==> src/rtl/uart_pkg.sv <==
// Shared definitions for the oversampled UART receiver (and a future oversampled transmitter).
package uart_pkg;
  typedef enum logic [2:0] {IDLE, START, DATA, PARITY, STOP, BRK_WAIT} rx_state_t;
  localparam int OVERSAMPLE = 16;
  localparam int MID_SAMPLE = 7;
  localparam int DATA_BITS  = 8;
endpackage

==> src/rtl/uart_baud_tick.sv <==
// Free-running divider producing a one-clk tick at OVERSAMPLE x the baud rate.
module uart_baud_tick #(
  parameter int clk_freq   = 1000000,
  parameter int baud_rate  = 9600,
  parameter int OVERSAMPLE = 16
) (
  input  logic clk,
  input  logic rst,
  output logic tick
);
  localparam int DIV_RAW = clk_freq / (baud_rate * OVERSAMPLE);
  localparam int DIV     = (DIV_RAW < 1) ? 1 : DIV_RAW;
  localparam int CW      = (DIV > 1) ? $clog2(DIV) : 1;

  logic [CW-1:0] cnt_q, cnt_d;

  assign tick  = (cnt_q == CW'(DIV - 1));
  assign cnt_d = tick ? '0 : cnt_q + 1'b1;

  always_ff @(posedge clk or negedge rst)
    if (!rst) cnt_q <= '0;
    else      cnt_q <= cnt_d;
endmodule

==> src/rtl/uart_rx_os.sv <==
// 16x oversampled UART receiver: synchronizer, start glitch rejection, mid-bit sampling,
// framing/parity/overrun detection, valid/ready delivery.
module uart_rx_os
  import uart_pkg::*;
#(
  parameter int clk_freq   = 1000000,
  parameter int baud_rate  = 9600,
  parameter int PARITY_EN  = 0,
  parameter int PARITY_ODD = 0
) (
  input  logic       clk,
  input  logic       rst,
  input  logic       rx,
  input  logic       rx_ready,
  output logic [7:0] rx_data,
  output logic       rx_valid,
  output logic       frame_err,
  output logic       parity_err,
  output logic       overrun,
  output logic       busy
);
  logic            tick;
  logic [1:0]      sync_q;
  logic            rx_s;
  rx_state_t       state_q, state_d;
  logic [3:0]      os_q, os_d;
  logic [2:0]      bit_q, bit_d;
  logic [7:0]      shift_q, shift_d;
  logic            par_q, par_d;
  logic [7:0]      data_q, data_d;
  logic            valid_q, valid_d, fe_q, fe_d, pe_q, pe_d, ovr_q, ovr_d;
  logic            stop_tick, accept;

  uart_baud_tick #(.clk_freq(clk_freq), .baud_rate(baud_rate), .OVERSAMPLE(OVERSAMPLE)) u_tick (
    .clk  (clk),
    .rst  (rst),
    .tick (tick)
  );

  assign rx_s      = sync_q[1];
  assign stop_tick = tick && (state_q == STOP) && (os_q == 4'd15);
  assign accept    = valid_q && rx_ready;

  always_comb begin
    state_d = state_q;
    os_d    = os_q;
    bit_d   = bit_q;
    shift_d = shift_q;
    par_d   = par_q;
    if (tick) begin
      case (state_q)
        IDLE: if (!rx_s) begin
          os_d    = '0;
          par_d   = 1'b0;
          state_d = START;
        end
        START: if (os_q == 4'(MID_SAMPLE)) begin
          os_d    = '0;
          bit_d   = '0;
          state_d = rx_s ? IDLE : DATA;
        end else os_d = os_q + 4'd1;
        DATA: if (os_q == 4'd15) begin
          os_d    = '0;
          shift_d = {rx_s, shift_q[7:1]};
          if (bit_q == 3'(DATA_BITS - 1)) state_d = (PARITY_EN != 0) ? PARITY : STOP;
          else                            bit_d   = bit_q + 3'd1;
        end else os_d = os_q + 4'd1;
        PARITY: if (os_q == 4'd15) begin
          os_d    = '0;
          par_d   = rx_s ^ (^shift_q) ^ (PARITY_ODD != 0);
          state_d = STOP;
        end else os_d = os_q + 4'd1;
        STOP: if (os_q == 4'd15) begin
          os_d    = '0;
          state_d = rx_s ? IDLE : BRK_WAIT;
        end else os_d = os_q + 4'd1;
        BRK_WAIT: if (rx_s) state_d = IDLE;
        default: state_d = IDLE;
      endcase
    end
  end

  // A completion in the same clock as an accept takes priority over the clear.
  always_comb begin
    data_d  = data_q;
    valid_d = valid_q;
    fe_d    = fe_q;
    pe_d    = pe_q;
    ovr_d   = ovr_q;
    if (accept) begin
      valid_d = 1'b0;
      ovr_d   = 1'b0;
    end
    if (stop_tick) begin
      if (!valid_q || accept) begin
        data_d  = shift_q;
        fe_d    = !rx_s;
        pe_d    = par_q;
        valid_d = 1'b1;
      end else ovr_d = 1'b1;
    end
  end

  always_ff @(posedge clk or negedge rst)
    if (!rst) begin
      sync_q  <= 2'b11;
      state_q <= IDLE;
      os_q    <= '0;
      bit_q   <= '0;
      shift_q <= '0;
      par_q   <= 1'b0;
      data_q  <= '0;
      valid_q <= 1'b0;
      fe_q    <= 1'b0;
      pe_q    <= 1'b0;
      ovr_q   <= 1'b0;
    end else begin
      sync_q  <= {sync_q[0], rx};
      state_q <= state_d;
      os_q    <= os_d;
      bit_q   <= bit_d;
      shift_q <= shift_d;
      par_q   <= par_d;
      data_q  <= data_d;
      valid_q <= valid_d;
      fe_q    <= fe_d;
      pe_q    <= pe_d;
      ovr_q   <= ovr_d;
    end

  assign rx_data    = data_q;
  assign rx_valid   = valid_q;
  assign frame_err  = fe_q;
  assign parity_err = pe_q;
  assign overrun    = ovr_q;
  assign busy       = (state_q != IDLE);
endmodule

==> config.mk <==
export PLATFORM = sky130hd
export DESIGN_NAME = uart_rx_os
export DESIGN_NICKNAME = d
export VERILOG_FILES = /design/src/rtl/uart_pkg.sv /design/src/rtl/uart_baud_tick.sv /design/src/rtl/uart_rx_os.sv
export SDC_FILE = /design/constraint.sdc
export NUM_CORES = 1
export LEC_CHECK = 0
export CAP_MARGIN = 20
export CORE_MARGIN = 4
export CORE_UTILIZATION = 37
export CTS_CLUSTER_SIZE = 20
export DETAILED_ROUTE_END_ITERATION = 12
export GPL_TIMING_DRIVEN = 0
export MAX_ROUTING_LAYER = met4
export PLACE_DENSITY = 0.63
export SYNTH_ARGS = -nofsm -noshare
export SYNTH_HDL_FRONTEND = slang
export SYNTH_HIERARCHICAL = 1
export SYNTH_SLANG_ARGS = --single-unit
export TNS_END_PERCENT = 10
==> constraint.sdc <==
create_clock -name clk -period 3 [get_ports clk]
set_input_delay 0.45 -clock clk [delete_from_list [all_inputs] [get_ports clk]]
set_output_delay 0.45 -clock clk [all_outputs]
set_load 0.01 [all_outputs]
# [After elaboration in Yosys (flattened, before gate mapping)]
# Index checks and enable logic that the tools add are counted.
[op_classes] mux=28 add_sub_neg=3 n_bitwise=1 n_reduce_logical=19 n_shift=0 order_cmp=0 multipliers=0 div_mod_pow=0 n_eq_ne=17
[op_table] cell="$mux W3" count=12
[op_table] cell="$pmux W3 S6" count=1
[op_table] cell="$ne A2 B2 Y1 const B" count=7
[op_table] cell="$eq A3 B3 Y1 const B" count=4
[op_table] cell="$mux W4" count=3
[op_table] cell="$pmux W4 S3" count=1
[op_table] cell="$mux W1" count=8
[op_table] cell="$reduce_and A8 Y1" count=1
[op_table] cell="$reduce_xor A8 Y1" count=1
[op_table] cell="$add A3 B1 Y3 const B" count=2
[op_table] cell="$eq A3 B2 Y1 const B" count=2
[op_table] cell="$pmux W3 S2" count=1
[op_table] cell="$reduce_and A3 Y1" count=2
[op_table] cell="$reduce_bool A3 Y1" count=2
[op_table] cell="$reduce_and A5 Y1" count=1
[op_table] cell="$add A4 B1 Y4 const B" count=1
[op_table] cell="$eq A4 B3 Y1 const B" count=1
[op_table] cell="$eq A4 B4 Y1 const B" count=1
[op_table] cell="$reduce_and A4 Y1" count=1
[op_table] cell="$reduce_bool A2 Y1" count=2
[op_table] cell="$eq A3 B1 Y1 const B" count=1
[op_table] cell="$logic_and A1 B1 Y1" count=3
[op_table] cell="$logic_not A3 Y1" count=1
[op_table] cell="$reduce_or A3 Y1" count=1
[op_table] cell="7 further kinds" count=8
[totals] in_bits=4 output_inout_bits=13 word_cells=80 ramBits=0 register_bits=36 latchBits=0 mem_bits_ro=0 memories=0

# [Depth between registers and ports, before layout]
# Gate-level depths: netlist of run 1.
[depth] ltp_word=4 depth_mapped=7 mapped_depth_nobuf=6

# [Cells and area by module]
# The synthesis of run 1 kept the hierarchy.
[by_module_without_submodules] module="uart_rx_os" area_per_inst_um2=1591.5 cells_each=133 instances=1 seq_area_each_um2=828.3
[by_module_without_submodules] module="uart_baud_tick" area_per_inst_um2=116.4 cells_each=10 instances=1 seq_area_each_um2=75.1

# [Worst setup path before layout of run 1]
# Ideal clock, no wire load.
[synth_path] path_type="register to register" start="reg u_tick.cnt_q[1]" end="reg fe_q (netlist: frame_err)" path_buffers=1 path_slack_ps=1250 setup_time_ps=125 t_arrival_ps=1625 synth_period_minus_slack_ps=1750 t_required_ps=2875 stages_incl_launch_ff=8 cell_sequence="dfrtp_1 > inv_1 > and3_1 > nand4_1 > nor2_1 > o21a_1 > buf_2 > mux2_2"
[synth_via] elab_chain_cells=4
[synth_lines] item="start: declaration" line_no="uart_baud_tick.sv:15" source="logic [CW-1:0] cnt_q, cnt_d;"
[synth_lines] item="start signal: assignment" line_no="uart_baud_tick.sv:22" source="else cnt_q <= cnt_d;"
[synth_lines] item="$eq A3 B3 Y1" line_no="uart_baud_tick.sv:17" source="assign tick = (cnt_q == CW'(DIV - 1));"
[synth_lines] item="via tick" line_no="uart_rx_os.sv:22" source="logic tick;"
[synth_lines] item="$logic_and A1 B1 Y1 (2 in series)" line_no="uart_rx_os.sv:41" source="assign stop_tick = tick && (state_q == STOP) && (os_q == 4'd15);"
[synth_lines] item="$reduce_and A2 Y1 (no source line)"
[synth_lines] item="end signal: assignment" line_no="uart_rx_os.sv:114" source="fe_q <= 1'b0;"
[synth_lines] item="end signal: assignment" line_no="uart_rx_os.sv:126" source="fe_q <= fe_d;"
[synth_lines] item="end: declaration" line_no="uart_rx_os.sv:31" source="logic valid_q, valid_d, fe_q, fe_d, pe_q, pe_d, ovr_q, ovr_d;"
# The timed path passes the listed nets, and every way through them passes these cells.
# A chain may end at the register's enable or synchronous reset.

# [Worst setup path after layout of run 1]
[layout_path] start="reg state_q[0]" end="out busy"
[layout_via] elab_chain_cells=1
[layout_lines] item="start: declaration" line_no="uart_rx_os.sv:25" source="rx_state_t state_q, state_d;"
[layout_lines] item="start signal: assignment" line_no="uart_rx_os.sv:119" source="state_q <= state_d;"
[layout_lines] item="$reduce_bool A3 Y1" line_no="uart_rx_os.sv:136" source="assign busy = (state_q != IDLE);"
[layout_lines] item="end: declaration" line_no="uart_rx_os.sv:20" source="output logic busy"
# Every way passes these cells.

==> metrics.csv, run 1 <==
stage;metric;value;unit
power_and_ir_drop;sequential power share;0.419;
route;Post-Route WL;3.02;mm
sta;Final min period;2.10;ns
cts;clock buffer depth;2;
route;Via Count;1102;
yosys;Synth Area in XOR/XNOR;0.0440;
placed_design;Setup WS pre-CTS;0.997;ns
finish;fin area;2040;um^2
sta;Final Cycle Share;0.700;
sta;# setup viols final;0;
cts;Worst-path clk slew;0.07;ns
cts;CTS H-tree depth;2;
placed_design;IO Port Bufs;16;
worst_setup_path;slowest stage delay, CP;0.47;ns
cts;CTS sink count;36;
floorplan;core area;4410;um^2
floorplan;die area;5770;um^2
sta;count of final hold-check violations;0;
route;first drt pass iteration count;4;
route;number of DRC markers in iteration 0;31;
worst_setup_path;CP max FO;5;
cts;hold_buf cts;0;
yosys;post-synthesis mux area share;0.163;
sta;fin worst setup slack;0.899;ns
global_route;first-pass GRT wire length;5.33;mm
worst_setup_path;CP Data Required Time;2.55;ns
floorplan;Site Rows;24;
yosys;Post-Synthesis Cells;143;
worst_setup_path;crit path kind;flop to primary output;
cts;post-CTS setup buffers;0;
floorplan;DIE HEIGHT;75.9;um
finish;Layout Nets;173;
yosys;Synth area leaders;dfrtp_1 (50%), mux2_2 (12%), dfstp_2 (3.1%);
yosys;area share of fa/ha/maj cells after synthesis;0.0220;
worst_setup_path;critical path data arrival time;1.65;ns
cts;CTS tree;yes;
floorplan;die width;75.9;um
cts;clk_lat worst skew;0.28;ns
power_and_ir_drop;clock network power share;0.305;
route;DR DRC count;0;
yosys;largest family of logic cells by synthesized area;multiplexers;
placed_design;Post-DP Area;1930;um^2
power_and_ir_drop;combinational group share of total power;0.275;
finish;share of cells above drive strength 1;0.228;
placed_design;RePlAce Congestion;0.862;
power_and_ir_drop;Switching Share;0.305;
worst_setup_path;Worst Setup Start Kind;flop;
cts;CTS buffer count;5;
cts;CTS resizes;0;
outcome;outcome;finished, final reports clean;
yosys;Simple-Gate Fraction of Synth Area;0.124;
global_route;initial antenna violation count;0;
yosys;post-synth top area cell;dfrtp_1;
worst_setup_path;Crit. End Element;primary output;
sta;Slew HR;0.477;
run;MaxCap Viol Count;0;
sta;max-slew violations;0;
yosys;Yosys warning total;6;
global_route;Tot GR Track Use;0.115;
cts;root buf cell;clkbuf_8;
worst_setup_path;Critical Path, Cell by Cell;or3_1 > buf_2 > clkdlybuf4s50_1;
sta;Final Skew;0.00596;ns
power_and_ir_drop;internal power consumption;951;uW
floorplan;Initial Utilization;0.387;
power_and_ir_drop;power per cell area;672;nW/um^2
power_and_ir_drop;leakage;0.000950;uW
finish;Util after Layout;0.461;
yosys;post-synthesis sequential area ratio;0.529;
yosys;Post-Syn Area;1710;um^2
global_route;largest net degree at the start of global routing;37;
sta;Worst-Margin Slew;0.784;ns
yosys;Unique masters post-synth;38;
power_and_ir_drop;net switching power;417;uW
route;drt via density;5.03;
route;Post-DRT Antenna Nets;0;
sta;RSZ-0062 raised after global routing;false;
global_route;vias in the first global route;1148;
yosys;syn_nets;150;
yosys;post-synth top area share;0.498;
sta;Fin Setup TNS;0;ns
global_route;grt ovf;0;
floorplan;num ports;17;
power_and_ir_drop;Worst VDD drop;0.000299;V
yosys;flops & latches, synth;36;
finish;antenna fix cells;0;
finish;Synth-to-Final Area Change;19.2;%
worst_hold_path;Hold Path Class;input pin to async pin;
yosys;synthesized-area fraction occupied by ao, oa, aoi and oai cells;0.0879;
placed_design;post-DP HPWL;2.22;mm
yosys;syn avg cell area;11.9;um^2
worst_setup_path;Crit-path slowest cell;clkdlybuf4s50_1;
sta;FMAX;476;MHz
route;Routed wire per std cell;13.8;um
## registers in the layout, summed over array words and instances (netlist names)
register / cells
shift_q: 8
rx_data: 8
os_q: 4
state_q: 3
bit_q: 3
rx_valid: 1
frame_err: 1
u_tick/cnt_q: 3
par_q: 1
overrun: 1
parity_err: 1
sync_q: 2
## cell families after synthesis
group                      after synthesis
xor gates and xnor gates                 7
AOI/OAI and AO/OA                       23
muxes                                   25
DFF                                     36
and+or+nand+nor                         37
buffers and inverters                   12
adders and majority gates                3
## metrics by stage
stage | instances | hold slack (ns) | total power [uW]
after floorplan | 143 | 0.154 | 855
after global placement | 211 | 0.348 | 942
after detailed placement | 211 | 0.348 | 957
after CTS | 219 | 0.272 | 1380
after global routing | 219 | 0.306 | 1460
final | 219 | 0.242 | 1370
## final cells by class
type / count / area, um^2
Clock inverter: 2 / 35.0
Buffer: 6 / 30.0
Fill cell: 414 / 2380
Multi-Input combinational cell: 95 / 752
Tap cell: 52 / 65.1
Inverter: 6 / 22.5
Timing Repair Buffer: 16 / 155
Sequential cell: 36 / 903
Clock buffer: 6 / 72.6
## metal layers
layer,global-route usage,share of wire,vias to the layer above
met1,0.147,0.49,535
met2,0.175,0.47,15
met4,0.0267,0.0096,0
li1,-,-,546
met5,-,0,-
met3,0.0403,0.035,6
## synthesized netlist by cell type (all sizes together)
cell	number
nor3	3
or2	1
o31ai	1
a21oi	2
dfrtp	34
or3	1
ha	3
and3b	1
o22ai	2
buf	6
o21ai	9
nand2	7
nand3	2
nand2b	8
a32oi	1
o211ai	2
xor2	1
o21a	2
nand3b	1
o2bb2ai	1
inv	6
nor2	5
or3b	1
xnor2	5
mux2i	3
and3	1
xnor3	1
a211oi	3
nand4	3
dfstp	2
and2	2
nor2b	1
mux2	22
## critical path, delay by kind of cell, from the launching register on
kind | cells | cell delay [ns]
buf+inv | 2 | 0.63
flops | 1 | 0.38
simple gates | 1 | 0.35
## final timing paths
| kind | start | end | slack, ns | cells past startpoint |
|---|---|---|---|---|
| worst max-delay path | state_q[0]$_DFFE_PN0P_ | busy | 0.90 | 3 |
| worst min register to register | sync_q[0]$_DFF_PN1_ | sync_q[1]$_DFF_PN1_ | 0.36 | 0 |
| min in group clk | sync_q[0]$_DFF_PN1_ | sync_q[1]$_DFF_PN1_ | 0.36 | 0 |
| worst max register to register | u_tick/cnt_q[1]$_DFF_PN0_ | rx_data[2]$_DFFE_PN0P_ | 0.99 | 7 |
| max in group asynchronous | rst | bit_q[0]$_DFFE_PN0P_ | 2.26 | 1 |
| worst min-delay path | rst | os_q[1]$_DFFE_PN0P_ | 0.24 | 1 |
## layout by cell type (no fill, tap or decap), types with 2 or more instances in the layout
cell / synthesis / layout
dfrtp_1: 34 / 34
mux2_2: 18 / 18
clkdlybuf4s50_1: 0 / 15
nand2b_1: 8 / 8
o21ai_0: 8 / 8
buf_2: 6 / 7
nand2_1: 7 / 7
inv_1: 6 / 6
xnor2_1: 5 / 5
clkbuf_8: 0 / 5
nor2_1: 4 / 4
mux2_1: 4 / 4
nand4_1: 3 / 3
mux2i_1: 3 / 3
nor3_1: 3 / 3
ha_1: 3 / 3
a21oi_1: 2 / 2
o22ai_1: 2 / 2
o211ai_1: 2 / 2
o21a_1: 2 / 2
a211oi_1: 2 / 2
nand3_1: 2 / 2
dfstp_2: 2 / 2
## power groups by stage
stage	registers, uW	clock network (uW)	logic, uW
2_1_floorplan	571	0	284
3_3_place_gp	578	0	364
3_5_place_dp	584	0	374
4_1_cts	574	428	376
5_1_grt	582	453	423
6_report	574	418	377
Power figures use the tool's default switching activity.
==> inputs of run 2 (changes only) <==
clock period = 2 ns   (was 3 ns; I/O delays follow)
==> run 2 against run 1 <==
Worst setup slack worse by 0.77 ns. Non-clock buffer count is 1 higher. Worst hold slack worse by 0.15 ns. Sequential power is 50% higher. Power is 50% higher. Core utilization is 0.28 points higher. Design area is 0.61% higher.
==> metrics.csv, run 2 (synthesized netlist as in run 1, its figures left out) <==
stage;metric;value;unit;change
placed_design;IO Port Bufs;16;;unchanged
global_route;vias in the first global route;1148;;unchanged
sta;count of final hold-check violations;0;;unchanged
finish;fin area;2050;um^2;was 2040 um^2
worst_setup_path;reg2reg start;u_tick/cnt_q[1]$_DFF_PN0_;;unchanged
sta;Slew HR;0.474;;was 0.477
worst_setup_path;CP max FO;10;;was 5
global_route;first-pass GRT wire length;5.33;mm;unchanged
finish;most common cell after layout, fill and taps aside;dfrtp_1;;unchanged
outcome;outcome;finished, final reports clean;;unchanged
cts;clk_lat worst skew;0.29;ns;was 0.28 ns
cts;clock buffer depth;2;;unchanged
worst_setup_path;Crit. End Element;flop;;was primary output
cts;CTS tree;yes;;unchanged
route;Post-DRT Antenna Nets;0;;unchanged
sta;Final min period;1.88;ns;
cts;CTS sink count;36;;unchanged
worst_setup_path;Setup crit start;u_tick/cnt_q[1]$_DFF_PN0_;;was state_q[0]$_DFFE_PN0P_
run;MaxCap Viol Count;0;;unchanged
sta;fin worst setup slack;0.124;ns;was 0.899 ns
route;first drt pass iteration count;2;;was 4
finish;most frequent cells in the layout;dfrtp_1 (34), mux2_2 (18), clkdlybuf4s50_1 (14);;was dfrtp_1 (34), mux2_2 (18), clkdlybuf4s50_1 (15)
placed_design;Setup WS pre-CTS;-0.00348;ns;was 0.997 ns
sta;Final Cycle Share;0.938;;
worst_setup_path;CP delay by family, top;simple AND/OR/NAND/NOR gates;;was buffers and inverters
cts;root buf cell;clkbuf_8;;unchanged
finish;final cell count without fillers;220;;was 219
placed_design;RePlAce Congestion;0.862;;unchanged
worst_setup_path;crit path kind;flop to flop;;was flop to primary output
worst_hold_path;Hold Path Class;input pin to async pin;;unchanged
route;drt via density;5.05;;was 5.03
finish;Seq. cell area;903;um^2;unchanged
floorplan;die width;75.9;um;unchanged
placed_design;# placed instances;211;;unchanged
sta;Worst-Margin Slew;0.789;ns;was 0.784 ns
power_and_ir_drop;sequential power share;0.420;;was 0.419
worst_setup_path;Worst Setup Start Kind;flop;;unchanged
worst_setup_path;critical path data arrival time;2.04;ns;was 1.65 ns
worst_setup_path;slowest stage delay, CP;0.36;ns;was 0.47 ns
worst_setup_path;CP Capture Point;rx_data[2]$_DFFE_PN0P_;;was busy
route;number of DRC markers in iteration 0;39;;was 31
worst_setup_path;Buf+Inv Stages, Crit Path;2;;unchanged
sta;Final Skew;0.00439;ns;was 0.00596 ns
floorplan;DIE HEIGHT;75.9;um;unchanged
finish;share of cells above drive strength 1;0.232;;was 0.228
finish;Util after Layout;0.464;;was 0.461
cts;CTS buffer count;5;;unchanged
worst_setup_path;flop2flop setup slack;0.12;ns;was 0.99 ns
floorplan;die area;5770;um^2;unchanged
finish;Layout Nets;174;;was 173
power_and_ir_drop;net switching power;628;uW;was 417 uW
floorplan;core area;4410;um^2;unchanged
global_route;initial antenna violation count;0;;unchanged
sta;FMAX;533;MHz;
cts;Worst-path clk slew;0.07;ns;about the same
power_and_ir_drop;total power;2050;uW;was 1370 uW
power_and_ir_drop;clock network power share;0.307;;was 0.305
global_route;Tot GR Track Use;0.115;;unchanged
placed_design;post-DP HPWL;2.22;mm;unchanged
power_and_ir_drop;Switching Share;0.306;;was 0.305
global_route;grt ovf;0;;unchanged
floorplan;num ports;17;;unchanged
route;Via Count;1111;;was 1102
worst_setup_path;Reg2Reg Depth;7;;unchanged
worst_setup_path;critical path depth in cells;7;;was 3
power_and_ir_drop;combinational group share of total power;0.272;;was 0.275
route;Post-Route WL;3.07;mm;was 3.02 mm
power_and_ir_drop;power per cell area;1000;nW/um^2;was 672 nW/um^2
route;Routed wire per std cell;13.9;um;was 13.8 um
finish;area of the multi-input gates;752;um^2;unchanged
route;DR DRC count;0;;unchanged
worst_setup_path;reg-to-reg endpoint;rx_data[2]$_DFFE_PN0P_;;unchanged
finish;fill count;411;;was 414
floorplan;Site Rows;24;;unchanged
floorplan;Initial Utilization;0.387;;unchanged
worst_setup_path;Crit-path slowest cell;dfrtp_1;;was clkdlybuf4s50_1
power_and_ir_drop;leakage;0.000961;uW;was 0.000950 uW
power_and_ir_drop;internal power consumption;1420;uW;was 951 uW
power_and_ir_drop;Worst VDD drop;0.000447;V;was 0.000299 V
cts;CTS H-tree depth;2;;unchanged
sta;max-slew violations;0;;unchanged
sta;# setup viols final;0;;unchanged
worst_setup_path;CP Data Required Time;2.17;ns;was 2.55 ns
placed_design;Post-DP Area;1930;um^2;unchanged
global_route;largest net degree at the start of global routing;37;;unchanged
worst_setup_path;Critical Path, Cell by Cell;inv_1 > and3_1 > nand4_1 > nor2_1 > o21a_1 > buf_4 > mux2_2;;was or3_1 > buf_2 > clkdlybuf4s50_1
finish;antenna fix cells;0;;unchanged
finish;Synth-to-Final Area Change;19.9;%;was 19.2%
run 2: changes by cell type in the layout (fill, tap and decap cells not counted), sizes merged:
cell | previous run | this run
buf | 7 | 8
clkdlybuf4s50 | 15 | 14
dlymetal6s2s | 0 | 1
run 2: metal layers:
metal  GRT usage  share of wire
met4      0.0267          0.017
met2       0.175           0.46
met1       0.147           0.49
met3      0.0403          0.036
met5           -              0
run 2: how the worst min path moves through the flow:
stage / end / depth (start not counted)
floorplan: bit_q[0]$_DFFE_PN0P_ / 0
global placement: sync_q[1]$_DFF_PN1_ / 0
detailed placement: sync_q[1]$_DFF_PN1_ / 0
CTS: os_q[1]$_DFFE_PN0P_ / 1
global route: os_q[1]$_DFFE_PN0P_ / 1
finish: os_q[1]$_DFFE_PN0P_ / 1
run 2: repair_timing:
action | in CTS | in global routing
hold endpoints to repair | 0 | 0
setup endpoints to repair | 10 | 11
cloned | 0 | 0
resized for setup | 1 | 1
setup buffers | 0 | 1
hold buffers | 0 | 0
pin swaps | 0 | 1
run 2: area by class of cell:
class,instances,share of cell area
timing repair buffer,17,0.0806
multi-input combinational,95,0.367
inverter,6,0.0110
clock buffer,6,0.0354
sequential,36,0.441
tap,52,0.0318
clock inverter,2,0.0171
buffer,6,0.0159
run 2: metrics by stage:
| step | setup TNS [ns] | hold WS (ns) |
|---|---|---|
| CTS | 0 | 0.122 |
| floorplan | 0 | 0.00441 |
| global placement | -4.29 | 0.348 |
| finish | 0 | 0.0921 |
| detailed placement | -0.00348 | 0.348 |
| global route | -0.00335 | 0.156 |
run 2: power groups by stage:
stage / logic, uW / clock network, uW / registers (uW)
6_report: 558 / 630 / 861
5_1_grt: 631 / 679 / 874
4_1_cts: 564 / 642 / 861
3_5_place_dp: 561 / 0 / 875
3_3_place_gp: 546 / 0 / 868
2_1_floorplan: 426 / 0 / 857
==> inputs of run 3 (changes only) <==
RECOVER_POWER = 100   (was not set)
==> run 3 against run 2 <==
Die area stayed put. Final cell count unchanged. Non-clock buffer count is the same. Clock power barely moved. First-iteration DRC count stayed put. Design area about the same. Largest power group unchanged. Highest routed layer unchanged.
==> metrics.csv, run 3 (synthesized netlist as in run 1, its figures left out) <==
stage;metric;value;unit;change
placed_design;RePlAce Congestion;0.862;;unchanged
worst_hold_path;Hold Path Class;input pin to async pin;;unchanged
sta;RSZ-0062 raised after global routing;false;;
finish;Synth-to-Final Area Change;19.9;%;about the same
power_and_ir_drop;leakage;0.00100;uW;was 0.000961 uW
finish;area of the multi-input gates;752;um^2;unchanged
global_route;grt ovf;0;;unchanged
route;DR DRC count;0;;unchanged
floorplan;core area;4410;um^2;unchanged
sta;fin worst setup slack;0.130;ns;was 0.124 ns
floorplan;DIE HEIGHT;75.9;um;unchanged
route;first drt pass iteration count;2;;unchanged
worst_setup_path;critical path data arrival time;2.04;ns;about the same
sta;Fin Setup TNS;0;ns;unchanged
global_route;largest net degree at the start of global routing;37;;unchanged
cts;CTS H-tree depth;2;;unchanged
worst_setup_path;flop2flop setup slack;0.13;ns;was 0.12 ns
worst_setup_path;CP Capture Point;rx_data[2]$_DFFE_PN0P_;;unchanged
global_route;first-pass GRT wire length;5.33;mm;unchanged
route;Via Count;1112;;was 1111
cts;root buf cell;clkbuf_8;;unchanged
floorplan;num ports;17;;unchanged
finish;antenna fix cells;0;;unchanged
worst_setup_path;reg2reg start;u_tick/cnt_q[1]$_DFF_PN0_;;unchanged
sta;final hold slack;0.0923;ns;was 0.0921 ns
route;Post-DRT Antenna Nets;0;;unchanged
run;MaxCap Viol Count;0;;unchanged
sta;Slew HR;0.474;;about the same
finish;most common cell after layout, fill and taps aside;dfrtp_1;;unchanged
global_route;Tot GR Track Use;0.115;;unchanged
finish;fill count;411;;unchanged
floorplan;Initial Utilization;0.387;;unchanged
floorplan;die area;5770;um^2;unchanged
worst_setup_path;CP max FO;10;;unchanged
cts;CTS buffer count;5;;unchanged
power_and_ir_drop;Worst VDD drop;0.000447;V;about the same
worst_setup_path;Setup crit start;u_tick/cnt_q[1]$_DFF_PN0_;;unchanged
cts;clk_lat worst skew;0.29;ns;about the same
sta;Worst-Margin Slew;0.790;ns;was 0.789 ns
sta;max-slew violations;0;;unchanged
sta;count of final hold-check violations;0;;unchanged
sta;Final Cycle Share;0.935;;was 0.938
sta;Final min period;1.87;ns;was 1.88 ns
sta;Final Skew;0.00438;ns;was 0.00439 ns
route;Routed wire per std cell;13.9;um;about the same
route;Post-Route WL;3.07;mm;about the same
route;number of DRC markers in iteration 0;39;;unchanged
placed_design;IO Port Bufs;16;;unchanged
finish;Seq. cell area;903;um^2;unchanged
cts;CTS tree;yes;;unchanged
global_route;vias in the first global route;1148;;unchanged
finish;Layout Nets;174;;unchanged
finish;most frequent cells in the layout;dfrtp_1 (34), mux2_2 (18), dlygate4sd3_1 (13);;was dfrtp_1 (34), mux2_2 (18), clkdlybuf4s50_1 (14)
outcome;outcome;finished, final reports clean;;unchanged
worst_setup_path;Worst Setup Start Kind;flop;;unchanged
cts;CTS sink count;36;;unchanged
worst_setup_path;Reg2Reg Depth;7;;unchanged
cts;Worst-path clk slew;0.07;ns;about the same
cts;clock buffer depth;2;;unchanged
global_route;initial antenna violation count;0;;unchanged
route;drt via density;5.05;;about the same
floorplan;die width;75.9;um;unchanged
sta;FMAX;535;MHz;was 533 MHz
placed_design;post-DP HPWL;2.22;mm;unchanged
finish;share of cells above drive strength 1;0.226;;was 0.232
cts;hold_buf cts;0;;unchanged
worst_setup_path;reg-to-reg endpoint;rx_data[2]$_DFFE_PN0P_;;unchanged
sta;# setup viols final;0;;unchanged
floorplan;Site Rows;24;;unchanged
power_and_ir_drop;power per cell area;999;nW/um^2;was 1000 nW/um^2
finish;fin area;2050;um^2;about the same
placed_design;Post-DP Area;1930;um^2;unchanged
worst_setup_path;CP Data Required Time;2.17;ns;about the same
worst_setup_path;Crit. End Element;flop;;unchanged
worst_setup_path;crit path kind;flop to flop;;unchanged
placed_design;Setup WS pre-CTS;-0.00348;ns;unchanged
-- run 3: changes by cell type in the layout (fill, tap and decap cells not counted), sizes merged --
cell           delta
buf               -1
clkbuf            +1
dlygate4sd3      +13
clkdlybuf4s50    -13
-- run 3: area by class of cell --
type                       count  share of cell area
clock inverter                 2              0.0171
multi-input combinational     95               0.367
inverter                       6              0.0110
tap                           52              0.0318
timing repair buffer          17              0.0807
clock buffer                   6              0.0355
sequential                    36               0.441
buffer                         6              0.0153
-- run 3: stage by stage --
stage	util	std cells	power (uW)
final	0.464	220	2040
after detailed placement	0.437	211	1440
after CTS	0.462	219	2070
after global placement	0.438	211	1410
after floorplan	-	143	1280
after global routing	0.464	220	2180
-- run 3: power by group --
part	switching, uW	internal [uW]	leakage (uW)
Combinational	308	245	0.000463
Clock	260	370	0.0000552
Sequential	60.6	801	0.000482
-- run 3: worst min-delay path by stage --
stage / slack (ns) / end / cells past startpoint / start
floorplan: 0.004 / bit_q[0]$_DFFE_PN0P_ / 0 / rst
global placement: 0.35 / sync_q[1]$_DFF_PN1_ / 0 / sync_q[0]$_DFF_PN1_
detailed placement: 0.35 / sync_q[1]$_DFF_PN1_ / 0 / sync_q[0]$_DFF_PN1_
CTS: 0.12 / os_q[1]$_DFFE_PN0P_ / 1 / rst
global route: 0.16 / os_q[1]$_DFFE_PN0P_ / 1 / rst
finish: 0.09 / os_q[1]$_DFFE_PN0P_ / 1 / rst
-- run 3: metal layers --
layer  routed length [um]  vias to the layer above  GRT usage
li1                     -                      551          -
met1                 1490                      533      0.147
met2                 1410                       18      0.175
met3                  110                       10     0.0403
met4                   53                        0     0.0267
met5                    0                        -          -
-- run 3: what timing repair did --
action	CTS	global route
endpoints found under the setup margin	10	11
setup buffers	0	1
pin swaps	0	1
gates cloned	0	0
resized for setup	1	1
-- run 3: critical path, cell delays in order, from the launching register on --
cell and delay (ns):
dfrtp_1 0.36, inv_1 0.09, and3_1 0.26, nand4_1 0.20
nor2_1 0.18, o21a_1 0.14, buf_4 0.18, mux2_2 0.36
